==> config.mk <==
export PLATFORM = sky130hd
export DESIGN_NAME = regfile_mp
export DESIGN_NICKNAME = d
export VERILOG_FILES = /design/src/rtl/regfile_pkg.sv /design/src/rtl/regfile_rd_port.sv /design/src/rtl/regfile_mp.sv
export SDC_FILE = /design/constraint.sdc
export NUM_CORES = 1
export LEC_CHECK = 0
export CAP_MARGIN = 0
export CORE_MARGIN = 4
export CORE_UTILIZATION = 60
export DETAILED_ROUTE_END_ITERATION = 8
export GPL_TIMING_DRIVEN = 1
export PLACE_DENSITY = 0.78
export SYNTH_ARGS = -nofsm -noshare
export SYNTH_HDL_FRONTEND = slang
export SYNTH_SLANG_ARGS = --single-unit
export TNS_END_PERCENT = 30
==> constraint.sdc <==
create_clock -name clock -period 3.35 [get_ports clock]
set_clock_uncertainty 0.05 [all_clocks]
set_input_delay 0.67 -clock clock [delete_from_list [all_inputs] [get_ports clock]]
set_output_delay 0.67 -clock clock [all_outputs]
set_load 0.01 [all_outputs]
==> src/rtl/regfile_pkg.sv <==
// Shared types and helpers for the multi-port register file.
// The same-cycle read bypass is enabled with the REGFILE_BYPASS_EN macro.
package regfile_pkg;

    typedef enum logic {
        CLEAR = 1'b0,
        RUN   = 1'b1
    } rfState_t;

    localparam int MAX_NUM_RD = 4;
    localparam int MAX_NUM_WR = 2;

    // A byte takes the new value only when its enable is set.
    function automatic logic [7:0] mergeByte(
        input logic [7:0] oldByte,
        input logic [7:0] newByte,
        input logic       en
    );
        return en ? newByte : oldByte;
    endfunction

endpackage

==> src/rtl/regfile_rd_port.sv <==
// One combinational read-port mux: stored entry, optional write bypass
// (REGFILE_BYPASS_EN), then zero forcing for entry 0 and the clear sweep.
module regfile_rd_port
    import regfile_pkg::*;
#(
    parameter int DATA_W   = 32,
    parameter int ADDR_W   = 5,
`ifdef REGFILE_BYPASS_EN
    parameter int NUM_WR   = 1,
`endif
    parameter int ZERO_REG = 1
) (
    input  logic [ADDR_W-1:0]        rdAddr,
    input  logic [DATA_W-1:0]        entryData,
    input  logic                     isClearing,
`ifdef REGFILE_BYPASS_EN
    input  logic [NUM_WR-1:0]        wrAccept,
    input  logic [NUM_WR*ADDR_W-1:0] wrAddr,
    input  logic [NUM_WR*DATA_W-1:0] wrData,
    input  logic [NUM_WR*DATA_W/8-1:0] wrBe,
`endif
    output logic [DATA_W-1:0]        rdData
);

    localparam int NB = DATA_W / 8;

    always_comb begin
        rdData = entryData;
`ifdef REGFILE_BYPASS_EN
        // Walk ports in ascending order so the higher port wins per byte.
        for (int w = 0; w < NUM_WR; w++) begin
            if (wrAccept[w] && (wrAddr[w*ADDR_W +: ADDR_W] == rdAddr)) begin
                for (int b = 0; b < NB; b++) begin
                    rdData[b*8 +: 8] = mergeByte(rdData[b*8 +: 8],
                                                 wrData[w*DATA_W + b*8 +: 8],
                                                 wrBe[w*NB + b]);
                end
            end
        end
`endif
        if (isClearing || ((ZERO_REG != 0) && (rdAddr == '0))) begin
            rdData = '0;
        end
    end

endmodule

==> src/rtl/regfile_mp.sv <==
// Parametrised NUM_RD-read / NUM_WR-write register file with byte enables and
// a one-entry-per-cycle clear sweep. Optional bypass: REGFILE_BYPASS_EN.
module regfile_mp
    import regfile_pkg::*;
#(
    parameter int DATA_W   = 32,
    parameter int ADDR_W   = 5,
    parameter int NUM_RD   = 2,
    parameter int NUM_WR   = 1,
    parameter int ZERO_REG = 1
) (
    input  logic                       clock,
    input  logic                       reset,
    input  logic                       clear,
    output logic                       ready,
    input  logic [NUM_RD*ADDR_W-1:0]   rd_addr,
    output logic [NUM_RD*DATA_W-1:0]   rd_data,
    input  logic [NUM_WR-1:0]          wr_en,
    input  logic [NUM_WR*ADDR_W-1:0]   wr_addr,
    input  logic [NUM_WR*DATA_W-1:0]   wr_data,
    input  logic [NUM_WR*DATA_W/8-1:0] wr_be
);

    localparam int DEPTH = 2 ** ADDR_W;
    localparam int NB    = DATA_W / 8;

    rfState_t          stateReg, stateNext;
    logic [ADDR_W-1:0] sweepReg, sweepNext;
    logic [NUM_WR-1:0] wrAccept;
    logic [DATA_W-1:0] regArray [DEPTH];

    always_ff @(posedge clock or negedge reset) begin
        if (!reset) begin
            stateReg <= CLEAR;
            sweepReg <= '0;
        end else begin
            stateReg <= stateNext;
            sweepReg <= sweepNext;
        end
    end

    always_comb begin
        stateNext = stateReg;
        sweepNext = sweepReg;
        case (stateReg)
            CLEAR: begin
                sweepNext = sweepReg + 1'b1;
                if (sweepReg == '1) begin
                    stateNext = RUN;
                end
            end
            RUN: begin
                if (clear) begin
                    stateNext = CLEAR;
                    sweepNext = '0;
                end
            end
            default: begin
                stateNext = CLEAR;
                sweepNext = '0;
            end
        endcase
    end

    assign ready = (stateReg == RUN);

    // A clear request in the same cycle drops every write.
    generate
        for (genvar gi = 0; gi < NUM_WR; gi++) begin : gWrAccept
            assign wrAccept[gi] = wr_en[gi] && (stateReg == RUN) && !clear &&
                                  !((ZERO_REG != 0) && (wr_addr[gi*ADDR_W +: ADDR_W] == '0));
        end
    endgenerate

    // Storage has no reset so it can map onto distributed RAM; later ports'
    // assignments land last and therefore win per byte.
    always_ff @(posedge clock) begin
        if (stateReg == CLEAR) begin
            regArray[sweepReg] <= '0;
        end
        for (int w = 0; w < NUM_WR; w++) begin
            for (int b = 0; b < NB; b++) begin
                if (wrAccept[w] && wr_be[w*NB + b]) begin
                    regArray[wr_addr[w*ADDR_W +: ADDR_W]][b*8 +: 8] <= wr_data[w*DATA_W + b*8 +: 8];
                end
            end
        end
    end

    generate
        for (genvar gi = 0; gi < NUM_RD; gi++) begin : gRdPort
            regfile_rd_port #(
                .DATA_W   (DATA_W),
                .ADDR_W   (ADDR_W),
`ifdef REGFILE_BYPASS_EN
                .NUM_WR   (NUM_WR),
`endif
                .ZERO_REG (ZERO_REG)
            ) uRdPort (
                .rdAddr     (rd_addr[gi*ADDR_W +: ADDR_W]),
                .entryData  (regArray[rd_addr[gi*ADDR_W +: ADDR_W]]),
                .isClearing (stateReg == CLEAR),
`ifdef REGFILE_BYPASS_EN
                .wrAccept   (wrAccept),
                .wrAddr     (wr_addr),
                .wrData     (wr_data),
                .wrBe       (wr_be),
`endif
                .rdData     (rd_data[gi*DATA_W +: DATA_W])
            );
        end
    endgenerate

endmodule

# == Word level (Yosys, flattened, before mapping) ==
# Memories as Yosys holds them, arrays and structs flattened.
# Index checks and enable logic that the tools add are counted.
# op_classes
n_mux,19
n_reduce_logical,15
eq_ne,2
n_addsub,1
bitwise_logic,1
# op_table
op,n
$mux W32,3
$reduce_or A32 Y1,1
$logic_not A5 Y1,3
$mux W1,11
$mux W5,2
$pmux W5 S2,1
$logic_and A1 B1 Y1,7
$add A5 B1 Y5 const B,1
$eq A5 B5 Y1 const B,1
$mux W4,1
$logic_not A1 Y1,2
$logic_or A1 B1 Y1,2
$ne A2 B2 Y1 const B,1
$pmux W1 S2,1
$not A1 Y1,1
# word_totals
input_bits,55
memories,1
wordCells,41
ramBits,1024
output_inout_bits,65
ff_bits,6
# mem_list
memory,depth,width,rd,rd_clocked_by_memory_dff,write_ports,line_no,rtl
regArray,32,32,2,0,1,regfile_mp.sv:30,logic [DATA_W-1:0] regArray [DEPTH];

# == Longest topological paths before layout ==
# depth
ltp_word,8
depth_mapped,9
mapped_depth_nobuf,5

# == Hierarchy ==
# Synthesis repeated with hierarchy kept, for this count alone.
# unflattened
cells_unflattened,3778
hier_area_um2,50684.9
# modules_own_cells
module,area_per_inst_um2,n_inst,cells_each,seq_area_each_um2
regfile_mp,49786.5,1,3628,30899.6
regfile_rd_port,449.2,2,75,0.0

# == Least setup slack after synthesis ==
# OpenSTA, ideal clock, no wires.
# synth_path
path_type,input -> register
start,input port wr_addr[3]
end,"memory regArray[25][24], enable pin"
required_time_ps,2917
cell_stages,6
setup_time_ps,383
path_buffers,2
slack_ps,396
arrival_time_ps,2521
cell_sequence,buf_2 -> nor3_4 -> a211oi_4 -> mux2_2 -> buf_2 -> nor3_1
# synth_between
elab_chain_cells,8
elab_cells_between_ends,18
cone_classes,10 x mux; 8 x reduce/logical
# synth_lines
item,line_no,rtl
start: declaration,regfile_mp.sv:19,"input logic [NUM_WR*ADDR_W-1:0] wr_addr,"
$logic_not A5 Y1,regfile_mp.sv:71,!((ZERO_REG != 0) && (wr_addr[gi*ADDR_W +: ADDR_W] == '0));
$logic_not A1 Y1,regfile_mp.sv:71,
$logic_and A1 B1 Y1,regfile_mp.sv:70,assign wrAccept[gi] = wr_en[gi] && (stateReg == RUN) && !clear &&
$logic_and A1 B1 Y1,regfile_mp.sv:83,if (wrAccept[w] && wr_be[w*NB + b]) begin
$mux W1,regfile_mp.sv:83,
$mux W1 (implied by the code),regfile_mp.sv:84,regArray[wr_addr[w*ADDR_W +: ADDR_W]][b*8 +: 8] <= wr_data[w*DATA_W + b*8 +: 8];
$reduce_or A32 Y1 (no line),-,
$mux W5 (no line) or $mux W4 (tied branches),-,
end: declaration,regfile_mp.sv:30,
# Several ways; a longest one is shown, not always the timed one.

# == Worst setup path in the final report ==
# layout_path
start,input port rd_addr[9]
end,output port rd_data[39]
# layout_between
elab_chain_cells,3
elab_cells_between_ends,4
cone_classes,1 x mux; 2 x reduce/logical; 1 x memory
# layout_lines
item,line_no,rtl
start: declaration,regfile_mp.sv:16,"input logic [NUM_RD*ADDR_W-1:0] rd_addr,"
branches (longest 2 deep; another with $mem_v2 Z32 W32),-,
$mux W32 (*),regfile_rd_port.sv:41,if (isClearing || ((ZERO_REG != 0) && (rdAddr == '0))) begin
end: declaration,regfile_mp.sv:17,"output logic [NUM_RD*DATA_W-1:0] rd_data,"
# Mark *: on every way between the ends.

==> impl_results.md <==
* Status: finished with violations
* Failing checks: setup timing
* Post-Synth XOR/XNOR Area at 0.0003551
* Nets at between 3000 and 4000
* Ys Warns at 0
* Number of max-cap violations at 0
* Post-synth EDFFs at ~1000
* Setup_tns at -0.5234 ns
* Max_slew headroom at 0.2018
* Slew @ Worst Pin at around 1.2 ns
* Netlist Area Pre-Place at a little under 0.05 mm²
* Crit end category: primary output
* Starting DRT DRC Count at ~5800
* Clock transition at path regs at 0.06 ns
* Worst-path maximum fanout at 9
* Largest family of logic cells by synthesized area: multiplexers
* Initial antenna violation count at 3
* Syn Inst Count at about 2600
* Power Dens Cells at around 600 mW/mm²
* Compound-Gate Fraction of Synth Area at 0.03678
* Global-route wire length before repair at roughly 220000 µm
* Drt wl/cell at between 30 and 40 µm
* Hold_buf cts at 0
* Pwr Total at 36.80 mW
* Hold Fails Final Rpt at 0
* Via density at between 7 and 8
* Drt pass-1 iters at 6
* RD Place Congestion at ~0.94
* Core ar. at a little over 0.08 mm²
* Final HPWL DP at around 100000 µm
* Syn_area_per_cell at ~19 µm²
* Critical Path AT at approximately 2.9 ns
* Tot GR Track Use at 0.3540
* Vias at ~33000
* HP Class: in2async
* Highest Clock Rate at 0.2772 GHz
* Vias in the first global route at approximately 33000
* Adder-cell share of the synthesized area at 0.0005073
* Max VDD drop at 498.6 µV
* Clock Latency Late Sink at approximately 0.66 ns
* CP Launch Point: rd_addr[9]
* Final Slew Violations at 0
* Ports at 120
* Leakage at approximately 22 nW
* Crit start category: input pin
* Remaining global-route overflow at 0
* Setup ws final at -0.2580 ns
* Ys flop type: edfxtp_1
* CTS tree: done
* # setup viols final at 9
* Final worst path period need at between 3 and 4 ns
* Largest net degree at the start of global routing at 36
* Final core utilization at 0.7606
* Drt total wl at about 160000 µm
* Reg2reg start: ready
* Crit path largest cell delay at roughly 0.55 ns
* Sequential area share after synthesis at 0.6264
* Cells along the critical path: buf_2 -> or3_4 -> buf_12 -> buf_12 -> o22ai_2 -> buf_4 -> a211o_4 -> a31oi_4 -> buf_4 -> clkdlybuf4s50_1
* Syn-to-layout area delta at 25.00%
* Mux cell area share after synthesis at 0.2701
* Synth Net Count at 2689
* Post-synthesis cell type count at 57
* WHS at 0.2043 ns
* Ant diodes at 0
* WS Path Type: in2out
* Port Buf Inserts at 119
* Slowest CP cell: clkdlybuf4s50_1
* Clock sinks at around 1000
* DR DRC count at 0
* Crit share post-route at 1.077
* CP required at between 2 and 3 ns
* Ys async rst share at 0.005825
* Clock H-tree levels at 3
* FF+latch count, synth at between 1000 and 1500
* Die ar. at between 0.08 and 0.09 mm²
* Total CTS buffers at ~100
* Die extent in y at slightly below 300 µm
* RSZ-0062 raised after global routing: true
* ANT nets after route at 0
* Initial Util at 0.6085
* Share of layout cells above drive strength 1 at 0.4276
* Die width at ~290 µm
* Simple-gate share of the synthesized area at 0.04117
* Max Root-Sink Buffers at 3
* Cell row count at 104
* Root buf cell: clkbuf_16
[synthesized netlist by cell type, types with 16 or more instances]
cell type,count,area share
mux2i_1,293,0.059
a211o_1,25,0.0044
o22ai_1,35,0.0044
buf_4,31,0.0047
nor2b_1,16,0.0020
mux4_2,438,0.20
mux2_2,41,0.0094
edfxtp_1,1024,0.62
o221ai_1,32,0.0057
nand2_1,65,0.0049
clkbuf_1,57,0.0043
buf_2,124,0.013
a31oi_1,25,0.0032
and2_1,35,0.0044
nand3_1,41,0.0042
o22a_1,26,0.0046
a21oi_1,32,0.0032
nor3_1,97,0.0098
nor3_2,40,0.0081
a22oi_1,43,0.0065
[cell families after synthesis]
kind of cell | Yosys count
xor gates and xnor gates | 2
and+or+nand+nor | 346
DFF | 1030
buffers and inverters | 232
AOI/OAI and AO/OA | 244
adders and majority gates | 2
muxes | 776
[worst max-delay path: cells and delay by family]
family | cells | cell delay [ns]
AO/OA/AOI/OAI | 3 | 0.61
AND/OR/NAND/NOR | 1 | 0.20
buffers and inverters | 6 | 1.40
[worst paths after layout]
check	to	slack (ns)	cells after the start
max	rd_data[39]	-0.26	10
max reg2reg	regArray[0][8]	0.27	11
min	sweepReg[0]	0.20	1
max in group asynchronous	ready	2.79	1
min reg2reg	sweepReg[0]	0.58	1
min in group clock	sweepReg[0]	0.58	1
[registers in the layout, summed over array words and instances, names as in the netlist]
name and count:
regArray 1024, sweepReg 5, ready 1
[repair_timing]
action	4_1_cts	5_1_grt
endpoints found under the hold margin	0	0
pin swaps	10	11
setup buffers	11	39
cloned	3	7
setup endpoints to repair	64	49
resized for setup	170	87
[layout by cell type, fill, tap and decap left out, drive strengths merged, types with 13 or more instances in the layout]
cell type,instances
mux2i,297
edfxtp,1024
clkbuf,144
o22a,26
nand2,65
nand3,41
clkdlybuf4s50,46
a22oi,43
o22ai,35
mux2,41
dlygate4sd2,21
or2,13
mux4,438
clkinv,38
clkdlybuf4s15,14
nor2b,16
a21oi,32
a31oi,25
o221ai,32
a211o,25
nor3,138
buf,655
bufinv,14
and2,35
[area by class of cell]
| cell class | count | area (µm²) |
|---|---|---|
| Fill cell | 4131 | 19410 |
| Inverter | 3 | 11.26 |
| Timing Repair Buffer | 756 | 8269 |
| Clock buffer | 133 | 2775 |
| Sequential cell | 1030 | 30900 |
| Multi-Input combinational cell | 1370 | 17740 |
| Clock inverter | 59 | 635.6 |
| Tap cell | 1060 | 1326 |
[layer usage]
metal,part of all wire,GRT usage,vias up
met2,0.48,0.5585,3157
li1,-,-,12526
met3,0.14,0.08696,584
met1,0.33,0.4751,16668
met4,0.053,0.1624,2
met5,0.000089,0,-
[through the flow]
step / worst slack, ns / std cells / instance area (µm²)
after floorplan: 0.3960 / 2632 / 49330
after global placement: -0.6628 / 4159 / 56950
after detailed placement: -0.6316 / 4159 / 56950
after CTS: -0.2576 / 4365 / 60810
after global routing: -0.2881 / 4411 / 61660
final: -0.2580 / 4411 / 61660
[report_power, final]
group          leakage (nW)  total [mW]  internal, mW  switching (mW)
Sequential             9.65        16.5          15.8           0.764
Clock                  1.65        11.8          6.91            4.92
Combinational          10.6        8.43          3.79            4.64
Total                  21.9        36.8          26.5            10.3
Power figures use the tool's default switching activity.
